==> src/rtl/tour_cmd_seq_pkg.sv <==
// Shared types and constants for the knight's-tour command sequencer.
package tour_pkg;

  typedef enum logic [2:0] {
    IDLE,
    VERT,
    HOLD_V,
    HORZ,
    HOLD_H
  } state_t;

  localparam logic [7:0] HDG_N = 8'h00;
  localparam logic [7:0] HDG_W = 8'h3F;
  localparam logic [7:0] HDG_S = 8'h7F;
  localparam logic [7:0] HDG_E = 8'hBF;

  localparam logic [3:0] OP_MOVE    = 4'h2;
  localparam logic [3:0] OP_MOVE_FF = 4'h3;

  localparam logic [7:0] RESP_ACK = 8'hA5;
  localparam logic [7:0] RESP_POS = 8'h5A;

  localparam logic [4:0] LAST_INDX = 5'd23;

  function automatic logic [15:0] mk_cmd(input logic [3:0] op,
                                         input logic [7:0] hdg,
                                         input logic [3:0] sq);
    return {op, hdg, sq};
  endfunction

endpackage

==> src/rtl/tour_cmd_seq_if.sv <==
// Command-processor handshake between the sequencer (master) and its consumer (slave).
interface tour_cmd_seq_if;
  logic [15:0] cmd;
  logic        cmd_rdy;
  logic [7:0]  resp;
  logic        clr_cmd_rdy;
  logic        send_resp;

  modport master (output cmd, output cmd_rdy, output resp,
                  input  clr_cmd_rdy, input send_resp);
  modport slave  (input  cmd, input cmd_rdy, input resp,
                  output clr_cmd_rdy, output send_resp);
endinterface

==> src/rtl/tour_cmd_seq_move_decode.sv <==
// Combinational split of a one-hot knight move into vertical and horizontal leg commands.
module tour_move_decode
  import tour_pkg::*;
(
  input  logic [7:0]  i_move,
  input  logic [3:0]  i_op_horz,
  output logic [15:0] o_cmd_vert,
  output logic [15:0] o_cmd_horz
);

  logic [7:0] w_hdg_v;
  logic [3:0] w_sq_v;
  logic [7:0] w_hdg_h;
  logic [3:0] w_sq_h;

  // Anything not exactly one-hot falls through to a zero-length north move.
  always_comb begin
    w_hdg_v = HDG_N;
    w_sq_v  = '0;
    w_hdg_h = HDG_N;
    w_sq_h  = '0;
    case (i_move)
      8'h01: begin w_hdg_v = HDG_N; w_sq_v = 4'd2; w_hdg_h = HDG_W; w_sq_h = 4'd1; end
      8'h02: begin w_hdg_v = HDG_N; w_sq_v = 4'd2; w_hdg_h = HDG_E; w_sq_h = 4'd1; end
      8'h04: begin w_hdg_v = HDG_N; w_sq_v = 4'd1; w_hdg_h = HDG_W; w_sq_h = 4'd2; end
      8'h08: begin w_hdg_v = HDG_S; w_sq_v = 4'd1; w_hdg_h = HDG_W; w_sq_h = 4'd2; end
      8'h10: begin w_hdg_v = HDG_S; w_sq_v = 4'd2; w_hdg_h = HDG_W; w_sq_h = 4'd1; end
      8'h20: begin w_hdg_v = HDG_S; w_sq_v = 4'd2; w_hdg_h = HDG_E; w_sq_h = 4'd1; end
      8'h40: begin w_hdg_v = HDG_S; w_sq_v = 4'd1; w_hdg_h = HDG_E; w_sq_h = 4'd2; end
      8'h80: begin w_hdg_v = HDG_N; w_sq_v = 4'd1; w_hdg_h = HDG_E; w_sq_h = 4'd2; end
      default: ;
    endcase
  end

  assign o_cmd_vert = mk_cmd(OP_MOVE, w_hdg_v, w_sq_v);
  assign o_cmd_horz = mk_cmd(i_op_horz, w_hdg_h, w_sq_h);

endmodule

==> src/rtl/tour_cmd_seq.sv <==
// Knight's-tour move list to robot command sequencer with UART passthrough in IDLE.
// Optional TOUR_CMD_FANFARE_EN: horizontal legs use the fanfare move opcode.
module tour_cmd_seq
  import tour_pkg::*;
(
  input  logic        clk,
  input  logic        rst_n,
  input  logic        start_tour,
  input  logic [7:0]  move,
  output logic [4:0]  mv_indx,
  input  logic [15:0] cmd_UART,
  input  logic        cmd_rdy_UART,
  tour_cmd_seq_if.master cp
);

`ifdef TOUR_CMD_FANFARE_EN
  localparam logic [3:0] OP_HORZ = OP_MOVE_FF;
`else
  localparam logic [3:0] OP_HORZ = OP_MOVE;
`endif

  state_t      r_state;
  state_t      w_state_nxt;
  logic [4:0]  r_mv_indx;
  logic [4:0]  w_mv_indx_nxt;
  logic [15:0] w_cmd_vert;
  logic [15:0] w_cmd_horz;

  tour_move_decode u_decode (
    .i_move     (move),
    .i_op_horz  (OP_HORZ),
    .o_cmd_vert (w_cmd_vert),
    .o_cmd_horz (w_cmd_horz)
  );

  always_ff @(posedge clk or negedge rst_n) begin
    if (!rst_n) begin
      r_state   <= IDLE;
      r_mv_indx <= '0;
    end else begin
      r_state   <= w_state_nxt;
      r_mv_indx <= w_mv_indx_nxt;
    end
  end

  always_comb begin
    w_state_nxt   = r_state;
    w_mv_indx_nxt = r_mv_indx;
    cp.cmd        = cmd_UART;
    cp.cmd_rdy    = cmd_rdy_UART;
    cp.resp       = RESP_ACK;
    case (r_state)
      IDLE: begin
        if (start_tour) begin
          w_mv_indx_nxt = '0;
          w_state_nxt   = VERT;
        end
      end
      VERT: begin
        cp.cmd     = w_cmd_vert;
        cp.cmd_rdy = 1'b1;
        cp.resp    = RESP_POS;
        if (cp.clr_cmd_rdy) w_state_nxt = HOLD_V;
      end
      HOLD_V: begin
        cp.cmd     = w_cmd_vert;
        cp.cmd_rdy = 1'b0;
        cp.resp    = RESP_POS;
        if (cp.send_resp) w_state_nxt = HORZ;
      end
      HORZ: begin
        cp.cmd     = w_cmd_horz;
        cp.cmd_rdy = 1'b1;
        cp.resp    = RESP_POS;
        if (cp.clr_cmd_rdy) w_state_nxt = HOLD_H;
      end
      HOLD_H: begin
        cp.cmd     = w_cmd_horz;
        cp.cmd_rdy = 1'b0;
        cp.resp    = (r_mv_indx == LAST_INDX) ? RESP_ACK : RESP_POS;
        if (cp.send_resp) begin
          if (r_mv_indx == LAST_INDX) begin
            w_state_nxt = IDLE;
          end else begin
            w_mv_indx_nxt = r_mv_indx + 5'd1;
            w_state_nxt   = VERT;
          end
        end
      end
      default: w_state_nxt = IDLE;
    endcase
  end

  assign mv_indx = r_mv_indx;

endmodule

==> src/flat_wrapper.sv <==
// flat-port wrapper written by rule: the top's interface ports become plain ports
module tour_cmd_seq_flat import tour_pkg::*;
  (clk, rst_n, start_tour, move, mv_indx, cmd_UART, cmd_rdy_UART, cp_cmd, cp_cmd_rdy, cp_resp, cp_clr_cmd_rdy, cp_send_resp);
  tour_cmd_seq_if cp_i ();
  input  logic clk;
  input  logic rst_n;
  input  logic start_tour;
  input  logic [7:0] move;
  output logic [4:0] mv_indx;
  input  logic [15:0] cmd_UART;
  input  logic cmd_rdy_UART;
  output wire logic [$bits(cp_i.cmd)-1:0] cp_cmd;
  output wire logic [$bits(cp_i.cmd_rdy)-1:0] cp_cmd_rdy;
  output wire logic [$bits(cp_i.resp)-1:0] cp_resp;
  input wire logic [$bits(cp_i.clr_cmd_rdy)-1:0] cp_clr_cmd_rdy;
  input wire logic [$bits(cp_i.send_resp)-1:0] cp_send_resp;
  assign cp_cmd = cp_i.cmd;
  assign cp_cmd_rdy = cp_i.cmd_rdy;
  assign cp_resp = cp_i.resp;
  assign cp_i.clr_cmd_rdy = cp_clr_cmd_rdy;
  assign cp_i.send_resp = cp_send_resp;
  tour_cmd_seq u_core (.clk(clk), .rst_n(rst_n), .start_tour(start_tour), .move(move), .mv_indx(mv_indx), .cmd_UART(cmd_UART), .cmd_rdy_UART(cmd_rdy_UART), .cp(cp_i));
endmodule
==> config.mk <==
export PLATFORM = sky130hd
export DESIGN_NAME = tour_cmd_seq_flat
export DESIGN_NICKNAME = d
export VERILOG_FILES = /design/src/rtl/tour_cmd_seq_pkg.sv /design/src/rtl/tour_cmd_seq_if.sv /design/src/rtl/tour_cmd_seq_move_decode.sv /design/src/rtl/tour_cmd_seq.sv /design/src/flat_wrapper.sv
export SDC_FILE = /design/constraint.sdc
export NUM_CORES = 1
export LEC_CHECK = 0
export CELL_PAD_IN_SITES_DETAIL_PLACEMENT = 1
export CELL_PAD_IN_SITES_GLOBAL_PLACEMENT = 1
export CORE_MARGIN = 3
export CORE_UTILIZATION = 23
export CTS_CLUSTER_DIAMETER = 40
export DETAILED_ROUTE_END_ITERATION = 10
export GPL_TIMING_DRIVEN = 0
export PLACE_DENSITY = 0.72
export SLEW_MARGIN = 20
export SYNTH_ARGS = -nofsm -noshare
export SYNTH_HDL_FRONTEND = slang
export SYNTH_SLANG_ARGS = --single-unit
==> constraint.sdc <==
create_clock -name clk -period 1.6 [get_ports clk]
set_input_delay 0.24 -clock clk [delete_from_list [all_inputs] [get_ports clk]]
set_output_delay 0.24 -clock clk [all_outputs]
set_load 0.05 [all_outputs]
==> impl_metrics.yaml <==
run_status:
  status: "finished with violations"
  violations: "setup timing"
worst_setup_path:
  critPathRequiredTime_ps: 1360
  reg2reg_depth: 10
  cp_slowest_cell: "dfrtp_1"
  cp-start-kind: "flop"
  crit_family: "flip-flops"
  max_stage_delay_ps: 450
  arrival_ps: 1770
  worstPathMaxFanout: 7
  cp_num_buf_inv: 2
  crit_cells: 6
  critical_path_class: "reg -> out"
  endpoint_kind: "output port"
  cp_cell_sequence: "buf_6 -> xor2_1 -> nand2_1 -> a211o_4 -> o211ai_1 -> buf_4"
pwr:
  combPwrFrac_pct: 89.6
  power_frac_seq_pct: 5.7
  p_sw_mw: 2.94
  p_int_mw: 2.79
  peakVddDrop_mv: 1.04
  power_density_nw_per_um2: 2380
  swShare_pct: 51.3
  leakage_nw: 0.997
  pwr-share-clk_pct: 4.7
layout:
  nets: 257
  final_common_cell: "buf_4"
  drive_gt1_share_pct: 58.7
  syn2layout_area_growth_pct: 133
  final_cell_mix: "buf_4, clkdlybuf4s50_1, buf_6, buf_8, o211ai_1"
  fin_cells: 275
  antennaDiodeCount: 0
clock_tree:
  cts.sinks: 8
  cts_tree: "yes"
  postCtsHoldBufs: 0
  cts_root_buf: "clkbuf_8"
  clk_pin_slew_ps: 50
  htree_levels: 1
  cts_buffer_depth: 2
  cts-buffers-inserted: 3
  clk_latency_ps: 240
timing:
  setup_viol: 29
  hold_viol_final: 0
  fin_crit_ps: 2010
  slew_viol_final: 0
  hold_ws_ps: 296
  worst_slew_pin_slew_ps: 495
  max_freq_ghz: 0.498
  skew_ps: 8.54
  max_slew_margin_pct: 67.1
  fin_crit_sh_pct: 125
  timing.final.ws_setup_ps: -408
  rsz0062_at_grt: "yes"
place:
  place_hpwl_um: 3310
  port_buffers: 56
  dp_cells: 245
  place_congestion: 0.713
global_route:
  grt_pass1_wl_um: 7780
  grt_use_met3_pct: 2.34
  grt_overflow: 0
  grt.met2_usage_pct: 34.5
  antenna_found_initial: 0
  grtUsageMet1_pct: 21.5
  busiest_layer: "met2"
  grt_start_max_net_pins: 11
  grt_pass1_vias: 1570
  grt_usage_pct: 18.1
yosys:
  yosys.area.top_type_share_pct: 19.4
  synth_cells: 139
  ys.warnings.count: 0
  yosysTopAreaCell: "dfrtp_1"
  synth_cell_type_count: 45
  synthFlopType: "dfrtp_1"
  avgSynthCellArea_um2: 7.44
  synth_nets: 170
  synth_seq_cells: 8
  async_reset_ff_share_pct: 100
  synth.area.top_cells: "dfrtp_1, o211ai_1, nand2_1"
  syn-cell-area_um2: 1030
  yosysSeqAreaShare_pct: 19.4
  synth-edff-count: 0
floorplanning:
  die_w_um: 73.0
  pin_count: 60
  dieHeight_um: 73.0
  rows: 23
  die_area_um2: 5330
  core_area_um2: 4170
  start_util_pct: 24.8
run:
  drv_cap: 0
routing:
  drc: 0
  antenna_left: 0
  wl_per_cell_um: 18.5
  first_pass_iters: 4
  vias: 1453
  viasPerCell: 5.28
  drt_iter0_markers: 34
  wirelength_um: 5080
hold_path:
  hold_path.class: "in -> async"
cells by family after synthesis:
family | Yosys count | share of synthesized area, %
and+or+nand+nor | 59 | 32.3
AOI/OAI and AO/OA | 44 | 30.8
buffers and inverters | 20 | 10.3
DFF | 8 | 19.4
xor gates and xnor gates | 6 | 5.08
muxes | 1 | 0.969
adders and majority gates | 1 | 1.21
flip-flops by register name, indices dropped and copies added (netlist names):
register and flops:
u_core.r_state 3, u_core.mv_indx 5
stage by stage:
| stage | setup slack (ps) | total power [mW] | utilization, % | cell area (µm²) | setup TNS, ps |
|---|---|---|---|---|---|
| detailed placement | -1390 | 4.07 | 43.7 | 1820 | -24770 |
| floorplan | -532 | 3.01 | - | 1200 | -4210 |
| CTS | -367 | 5.31 | 53.3 | 2220 | -6450 |
| global route | -484 | 5.98 | 57.7 | 2410 | -9810 |
| global placement | -1350 | 3.98 | 43.7 | 1820 | -23890 |
| finish | -408 | 5.73 | 57.7 | 2410 | -7890 |
area by class of cell:
| type | instances | area [µm²] |
|---|---|---|
| Fill cell | 475 | 1770 |
| Multi-Input combinational cell | 111 | 1030 |
| Timing Repair Buffer | 82 | 836 |
| Buffer | 16 | 216 |
| Sequential cell | 8 | 206 |
| Tap cell | 50 | 62.6 |
| Clock buffer | 4 | 45.0 |
| Inverter | 4 | 15.0 |
routing by layer:
layer	part of all wire, %	routed length, µm
met5	0	0
met1	40	2010
met2	53	2720
met3	5.9	298
met4	1.0	53
worst reg2reg max path, stage by stage, from the launching register on:
cell and delay [ps]:
dfrtp_2 450, nor2_4 140, buf_4 120, buf_4 90, buf_6 80, buf_6 80, buf_6 80, buf_6 70
nand4_1 150, or3_1 360, a21oi_1 150
power by group through the flow:
stage | Sequential (mW) | Combinational, mW | Clock, mW
after floorplan | 0.327 | 2.68 | 0
after global placement | 0.298 | 3.68 | 0
after detailed placement | 0.303 | 3.76 | 0
after CTS | 0.309 | 4.73 | 0.274
after global routing | 0.333 | 5.35 | 0.296
final | 0.328 | 5.13 | 0.271
what timing repair did:
item / in CTS / in global routing
setup endpoints to repair: 33 / 30
pin swaps: 17 / 12
cloned: 1 / 0
resized for setup: 245 / 30
buffers inserted: 15 / 11
final timing paths:
path                              startpoint                end  slack [ps]
min in group clk           u_core.mv_indx[4]  u_core.mv_indx[4]         540
max in group asynchronous              rst_n  u_core.r_state[0]         990
max                        u_core.r_state[1]          cp_cmd[9]        -410
min                                    rst_n  u_core.r_state[2]         300
max reg2reg                u_core.r_state[0]  u_core.mv_indx[2]        -250
min reg2reg                u_core.mv_indx[4]  u_core.mv_indx[4]         540
cell usage after synthesis, types with 2 or more instances:
cell type and count:
buf_4 6, o21a_1 3, o21ai_0 10, a21oi_1 5, inv_1 3, a2bb2oi_1 2, dfrtp_1 8, and2_1 8
nor2_1 5, nor4_1 3, xor2_1 5, nand2b_1 3, nor2b_1 2, nor3b_1 2, nor3_1 3, clkbuf_1 3
buf_2 7, a211o_1 2, a22o_1 3, nand2_1 16, o211ai_1 9, nor4b_1 3, nand3_1 3, or4b_1 2
or3_1 2, a22oi_2 2
Power figures use the tool's default switching activity.
